File: config.mk
export PLATFORM = sky130hd
export DESIGN_NAME = sram_1rw1r_ctrl
export DESIGN_NICKNAME = d
export VERILOG_FILES = /design/src/rtl/sram_1rw1r_ctrl.sv
export SDC_FILE = /design/constraint.sdc
export NUM_CORES = 1
export LEC_CHECK = 0
export CORE_ASPECT_RATIO = 1.1
export CORE_MARGIN = 2
export CORE_UTILIZATION = 49
export CTS_BUF_LIST = sky130_fd_sc_hd__clkbuf_8
export DETAILED_ROUTE_END_ITERATION = 7
export HOLD_SLACK_MARGIN = 0.02
export PLACE_DENSITY_LB_ADDON = 0.05
export SYNTH_ARGS = -nofsm -noshare
export SYNTH_HDL_FRONTEND = slang
export SYNTH_SLANG_ARGS = --single-unit
export TNS_END_PERCENT = 1
File: constraint.sdc
create_clock -name clk -period 1.9 [get_ports clk]
set_input_delay 0.57 -clock clk [delete_from_list [all_inputs] [get_ports clk]]
set_output_delay 0.57 -clock clk [all_outputs]
set_load 0.05 [all_outputs]
File: src/rtl/sram_1rw1r_ctrl.sv
`default_nettype none
// +----------------------------------------------------------------------------+
// | Module      : sram_1rw1r_ctrl (with helper sram_1rw1r_ctrl_rsp_fifo)       |
// | Description : Initiator-side controller for a 1RW+1R OpenRAM macro.        |
// |               ch0 (read/write) drives macro port 0, ch1 (read-only) drives |
// |               macro port 1. Zero-fills the array after reset, then serves  |
// |               valid/ready requests with per-channel response FIFOs.        |
// |               Optional macro SRAM_CTRL_FWD_EN: forward full-mask ch0 write  |
// |               data to a same-address ch1 read instead of stalling ch1.     |
// | Revision    : 1.0 - initial release                                        |
// +----------------------------------------------------------------------------+

// Response FIFO: read data waits here until the requester takes it
module sram_1rw1r_ctrl_rsp_fifo #(
  parameter int WIDTH = 32,
  parameter int DEPTH = 4
) (
  input  logic                     clk,
  input  logic                     rst_n,
  input  logic                     push,
  input  logic [WIDTH-1:0]         push_data,
  output logic                     pop_valid,
  input  logic                     pop_ready,
  output logic [WIDTH-1:0]         pop_data,
  output logic [$clog2(DEPTH):0]   count
);
  localparam int PW = $clog2(DEPTH);
  localparam int CW = PW + 1;

  logic [WIDTH-1:0] mem [DEPTH];
  logic [PW-1:0]    wr_ptr;
  logic [PW-1:0]    rd_ptr;
  logic             pop;

  assign pop_valid = (count != '0);
  assign pop       = pop_valid && pop_ready;
  assign pop_data  = mem[rd_ptr];

  // Storage array; contents need no reset because occupancy is tracked by count
  always_ff @(posedge clk) begin
    if (push) begin
      mem[wr_ptr] <= push_data;
    end
  end

  // Pointer and occupancy tracking; reset flushes the queue
  always_ff @(posedge clk or negedge rst_n) begin
    if (!rst_n) begin
      wr_ptr <= '0;
      rd_ptr <= '0;
      count  <= '0;
    end else begin
      if (push) begin
        wr_ptr <= wr_ptr + PW'(1);
      end
      if (pop) begin
        rd_ptr <= rd_ptr + PW'(1);
      end
      case ({push, pop})
        2'b10:   count <= count + CW'(1);
        2'b01:   count <= count - CW'(1);
        default: count <= count;
      endcase
    end
  end
endmodule

module sram_1rw1r_ctrl #(
  parameter int DATA_WIDTH = 32,
  parameter int ADDR_WIDTH = 8,
  parameter int NUM_WMASKS = 4,
  parameter int RSP_DEPTH  = 4
) (
  input  logic                  clk,
  input  logic                  rst_n,
  output logic                  init_done,
  // ch0 request / response
  input  logic                  req0_valid,
  output logic                  req0_ready,
  input  logic                  req0_we,
  input  logic [ADDR_WIDTH-1:0] req0_addr,
  input  logic [DATA_WIDTH-1:0] req0_wdata,
  input  logic [NUM_WMASKS-1:0] req0_wmask,
  output logic                  rsp0_valid,
  input  logic                  rsp0_ready,
  output logic [DATA_WIDTH-1:0] rsp0_rdata,
  // ch1 request / response
  input  logic                  req1_valid,
  output logic                  req1_ready,
  input  logic [ADDR_WIDTH-1:0] req1_addr,
  output logic                  rsp1_valid,
  input  logic                  rsp1_ready,
  output logic [DATA_WIDTH-1:0] rsp1_rdata,
  // macro port 0
  output logic                  csb0,
  output logic                  web0,
  output logic [NUM_WMASKS-1:0] wmask0,
  output logic [ADDR_WIDTH-1:0] addr0,
  output logic [DATA_WIDTH-1:0] din0,
  input  logic [DATA_WIDTH-1:0] dout0,
  // macro port 1
  output logic                  csb1,
  output logic [ADDR_WIDTH-1:0] addr1,
  input  logic [DATA_WIDTH-1:0] dout1
);
  localparam int CW = $clog2(RSP_DEPTH) + 1;
  localparam int UW = CW + 1;

  typedef enum logic [1:0] {
    ST_INIT  = 2'd0,
    ST_CLEAR = 2'd1,
    ST_RUN   = 2'd2
  } state_t;

  state_t                state;
  logic [ADDR_WIDTH-1:0] clr_addr;
  logic                  run;

  // Read pipeline markers: p1 = pins driven, p2 = macro sampled, capture next edge
  logic rd0_p1, rd0_p2;
  logic rd1_p1, rd1_p2;

  logic [CW-1:0] fifo0_count, fifo1_count;
  logic [UW-1:0] used0, used1;
  logic          credit0, credit1;
  logic          collision, fwd_ok;
  logic          acc0, acc1, fwd1;
  logic [DATA_WIDTH-1:0] rsp1_push_data;

  assign run = (state == ST_RUN);

  // A read may only launch if its response is guaranteed a FIFO slot
  assign used0   = UW'(fifo0_count) + UW'(rd0_p1) + UW'(rd0_p2);
  assign used1   = UW'(fifo1_count) + UW'(rd1_p1) + UW'(rd1_p2);
  assign credit0 = (used0 < UW'(RSP_DEPTH));
  assign credit1 = (used1 < UW'(RSP_DEPTH));

  // Same-edge read and write of one address on the two ports gives undefined
  // read data from the macro, so the ch1 read must not launch alongside it
  assign collision = run && req0_valid && req0_we && (req0_addr == req1_addr);

  assign req0_ready = run && (req0_we || credit0);
  assign req1_ready = run && credit1 && (!collision || fwd_ok);

  assign acc0 = req0_valid && req0_ready;
  assign acc1 = req1_valid && req1_ready;
  assign fwd1 = acc1 && fwd_ok;

`ifdef SRAM_CTRL_FWD_EN
  logic                  fwd_p1, fwd_p2;
  logic [DATA_WIDTH-1:0] fwd_data_p1, fwd_data_p2;

  // A full-mask write fully defines the word, so its data can answer the read
  assign fwd_ok = collision && (req0_wmask == '1);

  // Carry forwarded write data alongside the ch1 read pipeline to keep order
  always_ff @(posedge clk or negedge rst_n) begin
    if (!rst_n) begin
      fwd_p1      <= 1'b0;
      fwd_p2      <= 1'b0;
      fwd_data_p1 <= '0;
      fwd_data_p2 <= '0;
    end else begin
      fwd_p1 <= fwd1;
      fwd_p2 <= fwd_p1;
      if (fwd1) begin
        fwd_data_p1 <= req0_wdata;
      end
      fwd_data_p2 <= fwd_data_p1;
    end
  end

  assign rsp1_push_data = fwd_p2 ? fwd_data_p2 : dout1;
`else
  assign fwd_ok         = 1'b0;
  assign rsp1_push_data = dout1;
`endif

  // Control FSM plus port-0 pins: zero-fill sweep, then ch0 request issue
  always_ff @(posedge clk or negedge rst_n) begin
    if (!rst_n) begin
      state     <= ST_INIT;
      clr_addr  <= '0;
      init_done <= 1'b0;
      csb0      <= 1'b1;
      web0      <= 1'b1;
      wmask0    <= '0;
      addr0     <= '0;
      din0      <= '0;
    end else begin
      // Idle unless a case below issues an access; addr/din hold
      csb0   <= 1'b1;
      web0   <= 1'b1;
      wmask0 <= '0;
      case (state)
        ST_INIT: begin
          state    <= ST_CLEAR;
          clr_addr <= '0;
        end
        ST_CLEAR: begin
          csb0     <= 1'b0;
          web0     <= 1'b0;
          wmask0   <= '1;
          addr0    <= clr_addr;
          din0     <= '0;
          clr_addr <= clr_addr + ADDR_WIDTH'(1);
          if (clr_addr == '1) begin
            state     <= ST_RUN;
            init_done <= 1'b1;
          end
        end
        ST_RUN: begin
          if (acc0) begin
            csb0  <= 1'b0;
            web0  <= ~req0_we;
            addr0 <= req0_addr;
            if (req0_we) begin
              wmask0 <= req0_wmask;
              din0   <= req0_wdata;
            end
          end
        end
        default: begin
          state <= ST_INIT;
        end
      endcase
    end
  end

  // Port-1 pins: a forwarded read never touches the macro
  always_ff @(posedge clk or negedge rst_n) begin
    if (!rst_n) begin
      csb1  <= 1'b1;
      addr1 <= '0;
    end else begin
      csb1 <= ~(acc1 && !fwd1);
      if (acc1 && !fwd1) begin
        addr1 <= req1_addr;
      end
    end
  end

  // Read tracking: reset drops anything in flight
  always_ff @(posedge clk or negedge rst_n) begin
    if (!rst_n) begin
      rd0_p1 <= 1'b0;
      rd0_p2 <= 1'b0;
      rd1_p1 <= 1'b0;
      rd1_p2 <= 1'b0;
    end else begin
      rd0_p1 <= acc0 && !req0_we;
      rd0_p2 <= rd0_p1;
      rd1_p1 <= acc1;
      rd1_p2 <= rd1_p1;
    end
  end

  sram_1rw1r_ctrl_rsp_fifo #(
    .WIDTH (DATA_WIDTH),
    .DEPTH (RSP_DEPTH)
  ) u_rsp0_fifo (
    .clk       (clk),
    .rst_n     (rst_n),
    .push      (rd0_p2),
    .push_data (dout0),
    .pop_valid (rsp0_valid),
    .pop_ready (rsp0_ready),
    .pop_data  (rsp0_rdata),
    .count     (fifo0_count)
  );

  sram_1rw1r_ctrl_rsp_fifo #(
    .WIDTH (DATA_WIDTH),
    .DEPTH (RSP_DEPTH)
  ) u_rsp1_fifo (
    .clk       (clk),
    .rst_n     (rst_n),
    .push      (rd1_p2),
    .push_data (rsp1_push_data),
    .pop_valid (rsp1_valid),
    .pop_ready (rsp1_ready),
    .pop_data  (rsp1_rdata),
    .count     (fifo1_count)
  );
endmodule
`default_nettype wire
# [Word-level counts from Yosys, hierarchy flattened]
# Memories as Yosys holds them, arrays and structs flattened.
# Cells that the tools add are included.
[op_classes] n_reduce_logical=25 order_cmp=2 n_eq_ne=11 bitwise=3 n_mux=21 add_sub_neg=13
[op_table] cell="2-to-1 mux 32 bit" n=2
[op_table] cell="one-hot mux 32 bit (2 select lines)" n=1
[op_table] cell="one-hot mux 8 bit (2 select lines)" n=2
[op_table] cell="one-hot mux 3 bit (2 select lines)" n=2
[op_table] cell="logical AND 1 bit" n=11
[op_table] cell="adder 2 x 1 -> 2 bit, second input constant" n=4
[op_table] cell="adder 3 x 1 -> 4 bit" n=2
[op_table] cell="adder 4 x 1 -> 4 bit" n=2
[op_table] cell="adder 8 x 1 -> 8 bit, second input constant" n=1
[op_table] cell="== test 8 bit" n=1
[op_table] cell="== test 8 bit, second input constant" n=1
[op_table] cell="less-than comparator 4 x 3 -> 1 bit, second input constant" n=2
[op_table] cell="2-to-1 mux 4 bit" n=2
[op_table] cell="2-to-1 mux 8 bit" n=1
[op_table] cell="one-hot mux 4 bit (2 select lines)" n=1
[op_table] cell="nonzero test 2 bit" n=4
[op_table] cell="adder 3 x 1 -> 3 bit, second input constant" n=2
[op_table] cell="== test 2 x 1 -> 1 bit, second input constant" n=3
[op_table] cell="== test 2 bit, second input constant" n=3
[op_table] cell="2-to-1 mux 1 bit" n=6
[op_table] cell="one-hot mux 2 bit (3 select lines)" n=1
[op_table] cell="AND reduction 2 bit" n=3
[op_table] cell="nonzero test 3 bit" n=2
[op_table] cell="subtractor 3 x 1 -> 3 bit, second input constant" n=2
[op_table] cell="9 further kinds" n=14
[word_totals] ff_bits=84 ramBits=256 n_memories=2 elab_cells=97
[mem_list] name="u_rsp0_fifo.mem" depth=4 word_bits=32 read_ports=1 rd_ports_with_merged_regs=0 wr=1 line="30" text="logic [WIDTH-1:0] mem [DEPTH];"
[mem_list] name="u_rsp1_fifo.mem" depth=4 word_bits=32 read_ports=1 rd_ports_with_merged_regs=0 wr=1 line="30"

# [Logic depth before layout (Yosys ltp)]
[logic_depth] depth_word=8 mapped_depth=8

# [Modules after synthesis]
# From an unflattened synthesis, not the netlist that was laid out.
[unflattened] cells_unflattened=697 area_unflattened_um2=13225.2
[modules_own_cells] mod="sram_1rw1r_ctrl_rsp_fifo" area_per_inst_um2=5068.6 cells_per_inst=204 n_inst=2 seq_area_each_um2=4018.9
[modules_own_cells] mod="sram_1rw1r_ctrl" area_per_inst_um2=3088.0 cells_per_inst=289 n_inst=1 seq_area_each_um2=1755.4

# [Worst setup path before layout]
# Ideal clock, no wire load.
[synth_timing] path_type="reg-to-output" from="reg rd0_p2" to="out req0_ready" path_slack_ps=-480 stages_incl_launch_ff=6 path_buffers=0 t_arrival_ps=1810 t_required_ps=1330 cell_sequence="dfrtp_1 -> ha_1 -> a21o_1 -> a21oi_1 -> nor2_1 -> nor2_1"
[synth_between] elab_chain_cells=4
[synth_lines] element="start: declaration" line="120" text="logic rd0_p1, rd0_p2;"
[synth_lines] element="start signal: assignment" line="252" text="rd0_p2 <= rd0_p1;"
[synth_lines] element="adder 4 x 1 -> 4 bit" line="133" text="assign used0 = UW'(fifo0_count) + UW'(rd0_p1) + UW'(rd0_p2);"
[synth_lines] element="less-than comparator 4 x 3 -> 1 bit" line="135" text="assign credit0 = (used0 < UW'(RSP_DEPTH));"
[synth_lines] element="logical OR 1 bit" line="142" text="assign req0_ready = run && (req0_we || credit0);"
[synth_lines] element="logical AND 1 bit" line="142"
[synth_lines] element="end: declaration" line="79" text="output logic req0_ready,"
# No other way between the ends.

# [Worst setup path after layout]
[layout_timing] from="reg u_rsp1_fifo.count[0]" to="out req1_ready"
[layout_between] elab_chain_cells=5
[layout_lines] element="start: declaration" line="25" text="output logic [$clog2(DEPTH):0] count"
[layout_lines] element="start signal: assignment" line="60" text="2'b10: count <= count + CW'(1);"
[layout_lines] element="start signal: assignment" line="61" text="2'b01: count <= count - CW'(1);"
[layout_lines] element="start signal: assignment" line="62" text="default: count <= count;"
[layout_lines] element="adder 3 x 1 -> 4 bit" line="134" text="assign used1 = UW'(fifo1_count) + UW'(rd1_p1) + UW'(rd1_p2);"
[layout_lines] element="adder 4 x 1 -> 4 bit" line="134"
[layout_lines] element="less-than comparator 4 x 3 -> 1 bit" line="136" text="assign credit1 = (used1 < UW'(RSP_DEPTH));"
[layout_lines] element="logical AND 1 bit (2 in series)" line="143" text="assign req1_ready = run && credit1 && (!collision || fwd_ok);"
[layout_lines] element="end: declaration" line="89" text="output logic req1_ready,"
# No other way between the ends.

==> results.md <==
- Layout area overhead: 39.4%
- Fmax: around 390 MHz
- Final setup viols: 80
- I/O Buffers: 246
- Die area: about 28,000 um^2
- Dominant synthesized flop cell: edfxtp_1
- Tcrit/Tclk final: 134%
- Worst Hold Class: reg2reg
- DR WL/cell: 19.1 um
- Dpl ws: -592 ps
- IO Pins: 247
- Slew HR: between 60% and 70%
- CP peak stage delay: ~380 ps
- Top-count cell post-synth: edfxtp_1
- DRT Wirelength: approximately 27,000 um
- Dpl cell area: about 17,000 um^2
- Count of final hold-check violations: 0
- Crit. End Element: output port
- Yosys top cell area share: between 50% and 60%
- Initial core utilization: roughly half
- Vias per inst: 5.22
- Synth Warn #: 0
- Post-route cell area: ~18,000 um^2
- Sequential area share after synthesis: 74.8%
- Gpl congestion: slightly below 0.8
- Maxcap violations: 0
- Gate Count Post-Synth: about 700
- Critical Path Fanout Max: 2
- Cell chain of the critical path: ha_1 > a21o_1 > a211oi_2 > buf_4 > o31a_4 > buf_12
- Root Driver: clkbuf_8
- Setup_tns: -38,930 ps
- Failing checks: negative setup slack
- Drt first-iter violations: approximately 460
- Share of cells above drive strength 1: 34.9%
- Ys async rst share: approximately 25%
- ANT nets after route: 0
- Total CTS buffers: between 50 and 60
- RSZ-0062 raised after global routing: true
- DR DRC count: 0
- Die Span Y: 175 um
- Max Transition Viols Final: 0
- Setup WS post-layout: -653 ps
- Distinct cells, synth: 40
- Status: complete, but fails checks
- Core Region: 26,200 um^2
- Die Width: 160 um
- CTS tree: built
- Sink Count: 340
- Floorplan row count: 62
- H-Tree Depth: 2
- Post-Syn Area per Cell: about 19 um^2
- Post-Route Utilization: between 60 and 70%
- First-pass GRT wire length: ~43,000 um
- Detailed Place HPWL: approximately 18,000 um
- Final #Nets: ~1.2k
- Synth Register Bits: 340
- Worst-Margin Slew: ~450 ps
- Critical path's slowest cell: dfrtp_1
- Total GRT Usage: 19.6%
- Vias in the first global route: 8,124
- Vias: between 7k and 8k
- Peak supply drop: 0.664 mV
- Largest net degree at the start of global routing: 65
- Post-synth EDFFs: 256
- Arrival @ worst endpoint: just under 2000 ps
- Area leader, netlist: edfxtp_1
- Syn nets: about 840
- Top cells by count, synth: edfxtp_1 (256), dfrtp_1 (81), mux4_2 (64)
- Worst-Skew Late Latency: ~550 ps
- Fillers: 1,788
- Clock tree buffer depth: 3
- Fin crit period: 2550 ps
- Pwr Density: between 1000 and 1500 nW/um^2
- Leak pwr: 6.85 nW
- Initial antenna violation count: 3
- Startpoint types: flop
- Setup Crit Path Kind: reg2out
- Worst clock skew: around 19 ps
- Post-Syn Area: 13,100 um^2
- Reg clk slew, reported paths: around 70 ps
- GRT overflow: 0
- First-pass iteration count of the detailed router: 5
- Critical path data required time: between 1000 and 1500 ps
- Synth area leaders: edfxtp_1 (59%), dfrtp_1 (15%), mux4_2 (11%)
[flip-flops by register name, indices dropped and copies added (netlist names), 3 cells and up]
| name | count |
|---|---|
| u_rsp0_fifo.count | 3 |
| addr1 | 8 |
| u_rsp1_fifo.count | 3 |
| u_rsp1_fifo.mem | 128 |
| addr0 | 8 |
| wmask0 | 4 |
| clr_addr | 8 |
| u_rsp0_fifo.mem | 128 |
| din0 | 32 |
[report_power, final]
part / switching [mW] / total [mW] / internal, mW
Clock: 2.66 / 5.85 / 3.19
Sequential: 0.116 / 8.24 / 8.12
Combinational: 4.76 / 9.44 / 4.68
[metal layers]
layer	track usage (%)	up-vias	part of all wire, %
li1	-	3362	-
met1	24.0	3773	39
met2	34.2	261	52
met3	5.76	43	7.3
met4	5.52	4	1.7
met5	0	-	0.099
[cells in the final DEF (no fill, tap or decap), types with 3 or more instances in the layout]
cell type | netlist | final
nand3_1 | 35 | 35
clkinv_1 | 0 | 8
xor2_1 | 8 | 8
mux4_2 | 64 | 64
clkdlybuf4s50_1 | 0 | 121
inv_1 | 49 | 65
a21oi_1 | 9 | 8
nor2_1 | 8 | 6
o21ai_0 | 39 | 36
xnor2_1 | 12 | 12
and2_2 | 0 | 4
clkbuf_8 | 0 | 61
nand4_1 | 5 | 5
a21o_1 | 3 | 3
nand2_1 | 18 | 17
buf_12 | 0 | 84
buf_4 | 1 | 91
and2_1 | 10 | 4
ha_1 | 16 | 11
buf_6 | 0 | 8
ha_4 | 0 | 3
nor2b_1 | 5 | 5
dfstp_2 | 3 | 3
edfxtp_1 | 256 | 256
dfrtp_1 | 81 | 79
mux2_2 | 24 | 24
mux2i_1 | 4 | 4
clkinv_2 | 0 | 6
[worst max-delay path, delay by kind of cell (launching register included)]
| family | cells | cell delay, ps |
|---|---|---|
| AO/OA/AOI/OAI | 3 | 490 |
| adder cells (fa/ha/maj) | 1 | 290 |
| buffers and inverters | 2 | 280 |
| flip-flops | 1 | 380 |
[cell type report]
cell class / instances / area (um^2) / share of cell area, %
clock inverters: 36 / 203 / 1.11
inverters: 49 / 184 / 1.01
diodes: 1 / 2.50 / 0.0137
clock buffers: 61 / 840 / 4.60
repair buffers: 305 / 3680 / 20.1
multi-input cells: 283 / 3120 / 17.1
flip-flops and latches: 340 / 9800 / 53.6
well taps: 352 / 440 / 2.41
[kinds of logic (layout without fill, tap and decap cells)]
| logic type | after synthesis | in the layout | share of synthesized area [%] |
|---|---|---|---|
| flops | 340 | 340 | 74.8 |
| mux | 92 | 92 | 13.4 |
| other cells | 0 | 1 | 0 |
| fa+ha+maj | 18 | 18 | 1.83 |
| simple gates | 90 | 90 | 3.48 |
| xor+xnor | 20 | 20 | 1.34 |
| compound gates | 63 | 63 | 2.86 |
| buf+inv | 79 | 451 | 2.36 |
[per-stage QoR]
step	hold WS (ps)	total power [mW]	instances
6_report	369	23.5	1427
2_1_floorplan	274	13.3	702
5_1_grt	397	24.4	1427
4_1_cts	372	23.8	1423
3_5_place_dp	366	17.8	1324
3_3_place_gp	368	17.7	1324
[path summary, 6_finish.rpt]
kind,slack [ps],endpoint,cells after the start,startpoint
min in group asynchronous,500,addr1[2]$_DFFE_PN0P_,2,rst_n
min,370,rd0_p2$_DFF_PN0_,0,rd0_p1$_DFF_PN0_
max in group asynchronous,850,din0[18]$_DFFE_PN0P_,3,rst_n
min reg2reg,370,rd0_p2$_DFF_PN0_,0,rd0_p1$_DFF_PN0_
max,-650,req1_ready,6,u_rsp1_fifo.count[0]$_DFFE_PN0P_
max reg2reg,-110,u_rsp1_fifo.count[2]$_DFFE_PN0P_,10,u_rsp1_fifo.count[0]$_DFFE_PN0P_
[what timing repair did]
action / in CTS / in global routing
gates resized for setup: 22 / 8
hold endpoints to repair: 26 / 0
buffers inserted: 1 / 3
endpoints found under the setup margin: 87 / 105
hold buffers: 1 / 0
pin swaps: 3 / 3
(Power assumes the default switching activity.)
==> RTL edit 1: new RTL, same flow settings <==
Add a define of `SRAM_CTRL_FWD_EN`.
--- a/src/rtl/sram_1rw1r_ctrl.sv
+++ b/src/rtl/sram_1rw1r_ctrl.sv
@@ -12,4 +12,6 @@
 
 // Response FIFO: read data waits here until the requester takes it
+`define SRAM_CTRL_FWD_EN
+
 module sram_1rw1r_ctrl_rsp_fifo #(
   parameter int WIDTH = 32,
Behaviour: no difference found for any inputs over 10 cycles, from zero or initial values and one cycle with rst_n low; that may be too few to reach the edited logic, so the function may still have changed.
==> RTL edit 1 against the original RTL <==
  * The flow still finishes with violations (negative setup slack)
  * Synthesized area grew 17%
  * Sequential cell count grew 66
  * Setup slack lost 0.011 ns
  * Design area grew 13%
  * Total power grew 11%
  * Routed wire length grew 14%
  * Clock skew grew 0.0056 ns
  * Sequential power grew 17%
  * Critical path type unchanged
  * Critical endpoint is now req0_ready
==> RTL edit 1: results (changes against the original RTL) <==
drt initial violations=369 (-19%); area of combinational cells with multiple inputs=0.00379 mm^2 (+22%); worst slack at placement=-0.724 ns (-0.132 ns); final setup violation count=101 (+26%); global-route wire length before repair=49.1 mm (+14%); total power density per cell area=1270 mW/mm^2 (-1.7%); met3 Use GR=5.78% (+0.014 points); total length of routed met3 wires=2.17 mm (+9.5%); Seq/Total Area, Yosys=74.5% (-0.22 points); synthesized area divided by synthesized cell count=19.8 um^2 (+5.9%); clock latency on the worst-skew pair=0.61 ns (+0.06 ns); final hold slack=0.366 ns (-0.00336 ns); instance count after placement with tap cells included=1459 (+10%); run status=finished, violations left; met1 wire length=12.8 mm (+20%); layout cells sized above 1=38.5% (+3.6 points); antenna cell count=2 (+1); Synth Register Bits=406 (+19%); clock buffer instance count of the final layout=74 (+21%); largest net degree at the start of global routing=52 (-20%); top routing layer in use=met4; total half-perimeter wirelength after legalization and detailed placement=20.4 mm (+12%); Clock Network Area Fraction=6.40% (+0.69 points); end of the worst register-to-register path=fwd_data_p1[18]; Layout fillers=2121 (+19%); length in cells of the worst reg-to-reg path=7 (-3); Synth top cells by count=256 x sky130_fd_sc_hd__edfxtp_1, 147 x sky130_fd_sc_hd__dfrtp_1, 65 x sky130_fd_sc_hd__mux2_2, 64 x sky130_fd_sc_hd__mux4_2, 32 x sky130_fd_sc_hd__a22o_1; Detailed Routing Iterations Pass 1=6 (+1); register-to-register setup slack=-0.16 ns (-0.05 ns); non-filler cells, final=1576 (+10%); fin worst setup slack=-0.664 ns (-0.0110 ns); Final nets=1249 (+6.6%); Critical path origin=rd0_p2; violated checks=negative setup slack; crit path to=req0_ready; top flop regs=u_rsp0_fifo.mem (128), u_rsp1_fifo.mem (128); Internal Power=18.1 mW (+13%); buffer count from post-CTS setup fixing=0 (-1); worst-margin pin slew=0.366 ns (-0.0884 ns); routability congestion estimate from global placement=0.753 (-4.6%); Worst Hold End=fwd_data_p2[3]; M1 GR Usage=24.6% (+0.57 points); launch point of the worst reg-to-reg path=rd1_p2; Total Wirelength=31.2 mm (+14%); Buffers, non-clock=302 (-0.98%)
==> RTL edit 1: cell types whose count changed in the layout (fill, tap and decap cells not counted), sizes merged, moves of 8 or more <==
cell,change
a22o,+32
nand3,-29
nand2b,+12
inv,-40
o21ai,-29
mux2,+49
o221a,+8
clkinv,+11
dfrtp,+66
clkbuf,+13
==> RTL edit 1: timing repair <==
action,CTS,global route
pin swaps,6,3
gates resized for setup,44,6
hold buffers,1,0
endpoints found under the hold margin,29,0
setup endpoints to repair,119,120
==> RTL edit 1: cell families after synthesis <==
group                    synth area share [%]
multiplexers                             14.9
flip-flops                               74.5
AND/OR/NAND/NOR                          2.89
buffers and inverters                    1.45
XOR/XNOR                                 1.26
adder cells (fa/ha/maj)                  1.56
AO/OA/AOI/OAI                            3.42
==> RTL edit 1: stage by stage <==
step           area [um^2]  setup TNS, ns
2_1_floorplan        15400          -8.68
3_3_place_gp         19200         -40.41
3_5_place_dp         19200         -42.27
4_1_cts              20700         -49.95
5_1_grt              20700         -55.29
6_report             20700         -45.27
==> RTL edit 2: new RTL, same settings <==
Without the edit above. Encoding of `state_t`: now one-hot (3 bits for 3 states).
--- a/src/rtl/sram_1rw1r_ctrl.sv
+++ b/src/rtl/sram_1rw1r_ctrl.sv
@@ -107,8 +107,8 @@
   localparam int UW = CW + 1;
 
-  typedef enum logic [1:0] {
-    ST_INIT  = 2'd0,
-    ST_CLEAR = 2'd1,
-    ST_RUN   = 2'd2
+  typedef enum logic [2:0] {
+    ST_INIT  = 3'b001,
+    ST_CLEAR = 3'b010,
+    ST_RUN   = 3'b100
   } state_t;
 
Behaviour: same outputs for any inputs over 10 cycles, from zero or initial values and one cycle with rst_n low; not proved beyond that.
==> RTL edit 2 against the original RTL <==
  * The run still ends with negative setup slack left
  * Highest routed layer is now met4
  * Core utilization down 0.87 points
  * Final cell count down 0.42%
  * Sequential cell count up 1
  * Total power down 2.6%
  * Synthesized area about the same
  * Routed wire length down 0.20%
  * Design area down 1.3%
  * Clock power down 8.9%
  * Setup slack better by 0.0062 ns
==> RTL edit 2: results (changes against the original RTL) <==
register-to-register setup slack=-0.07 ns (+0.04 ns); routability congestion estimate from global placement=0.773 (-2.1%); run status=finished, violations left; fin worst setup slack=-0.647 ns (+0.00619 ns); top routing layer in use=met4; Layout fillers=1774 (-0.78%); share of the synthesized area in compound gates (AO/OA/AOI/OAI)=2.90% (+0.039 points); met2 WL post-DR=14.3 mm (+1.1%); number of antenna violations at the first check in global routing=0 (-3); Synth top cells by count=256 x sky130_fd_sc_hd__edfxtp_1, 81 x sky130_fd_sc_hd__dfrtp_1, 64 x sky130_fd_sc_hd__mux4_2, 48 x sky130_fd_sc_hd__inv_1, 46 x sky130_fd_sc_hd__o21ai_0; buffer count from post-CTS setup fixing=0 (-1); critical hold path startpoint=rd1_p1; mux contribution to synthesized area=12.5% (-0.91 points); dominant cells by area after synthesis=sky130_fd_sc_hd__edfxtp_1 59%, sky130_fd_sc_hd__dfrtp_1 15%, sky130_fd_sc_hd__mux4_2 11%; drt initial violations=393 (-14%); global-route wire length before repair=43.2 mm (+0.24%); antenna cell count=0 (-1); layout cells sized above 1=32.2% (-2.7 points); number of distinct standard cells referenced by the synthesized netlist=39 (-2.5%); Largest delay share family, worst path=buffers and inverters; non-filler cells, final=1421 (-0.42%); violated checks=negative setup slack; largest net degree at the start of global routing=66 (+1.5%); Worst Clk Skew=0.0269 ns (+0.00789 ns); largest vdd supply drop=0.778 mV (+17%); number of nets in the synthesized netlist=852 (+1.1%); total half-perimeter wirelength after legalization and detailed placement=18.4 mm (+1.5%); cell type of the slowest stage on the worst timing path=sky130_fd_sc_hd__clkdlybuf4s50_1; instance count after placement with tap cells included=1333 (+0.68%); final setup violation count=78 (-2.5%); Worst Hold End=rd1_p2; delay of the slowest cell on the worst path=0.51 ns (+0.13 ns); met1 wire length=10.6 mm (-0.88%)
==> RTL edit 2: changes by cell type in the layout (fill, tap and decap cells not counted), moves of 6 or more <==
cell | unedited run | this run
sky130_fd_sc_hd__o21ai_0 | 36 | 43
sky130_fd_sc_hd__nand2_1 | 17 | 45
sky130_fd_sc_hd__mux2_2 | 24 | 10
sky130_fd_sc_hd__a21oi_1 | 8 | 2
sky130_fd_sc_hd__mux2_4 | 0 | 6
sky130_fd_sc_hd__buf_4 | 91 | 85
sky130_fd_sc_hd__and2_1 | 4 | 10
==> RTL edit 2: repair_timing <==
action	CTS	global route
pin swaps	3	6
endpoints found under the setup margin	88	91
resized for setup	11	12
gates cloned	0	0
hold buffers	1	0
endpoints found under the hold margin	15	0
==> RTL edit 2: through the flow <==
step	setup slack, ns	hold WS, ns
5_1_grt	-0.737	0.390
3_5_place_dp	-0.677	0.366
3_3_place_gp	-0.640	0.359
4_1_cts	-0.693	0.376
6_report	-0.647	0.379
2_1_floorplan	-0.0925	0.274
==> RTL edit 2: worst max-delay path by stage <==
stage | from | slack (ns) | end
2_1_floorplan | rd1_p2 | -0.09 | req1_ready
3_3_place_gp | req0_addr[3] | -0.64 | req1_ready
3_5_place_dp | req1_addr[2] | -0.68 | req1_ready
4_1_cts | u_rsp1_fifo.count[0] | -0.69 | req1_ready
5_1_grt | u_rsp1_fifo.count[0] | -0.74 | req1_ready
6_report | req1_addr[2] | -0.65 | req1_ready
==> RTL edit 2: power by group <==
group	switching [mW]	internal (mW)
logic	4.68	4.64
clock network	2.61	2.73
registers	0.125	8.14
total	7.41	15.5
==> RTL edit 2: per-layer routing <==
layer  global-route usage [%]  vias to the layer above
li1                         -                     3353
met1                     23.9                     3689
met2                     35.3                      244
met3                     5.24                       36
met4                     5.56                        0
met5                        0                        -
==> RTL edit 2: cells by family (layout without fill, tap and decap cells) <==
family,count (synthesis),in the layout
AOI/OAI and AO/OA,63,63
and+or+nand+nor,116,116
adders and majority gates,15,15
xor gates and xnor gates,20,20
muxes,81,81
buffers and inverters,78,433
DFF,341,341
==> RTL edit 2: cell type report <==
class                      count  area, um^2  area share (%)
timing repair buffer         298        3620            20.1
inverter                      48         180           0.999
sequential                   341        9820            54.5
clock buffer                  57         785            4.35
clock inverter                30         121           0.673
multi-input combinational    295        3060            17.0
tap                          352         440            2.44
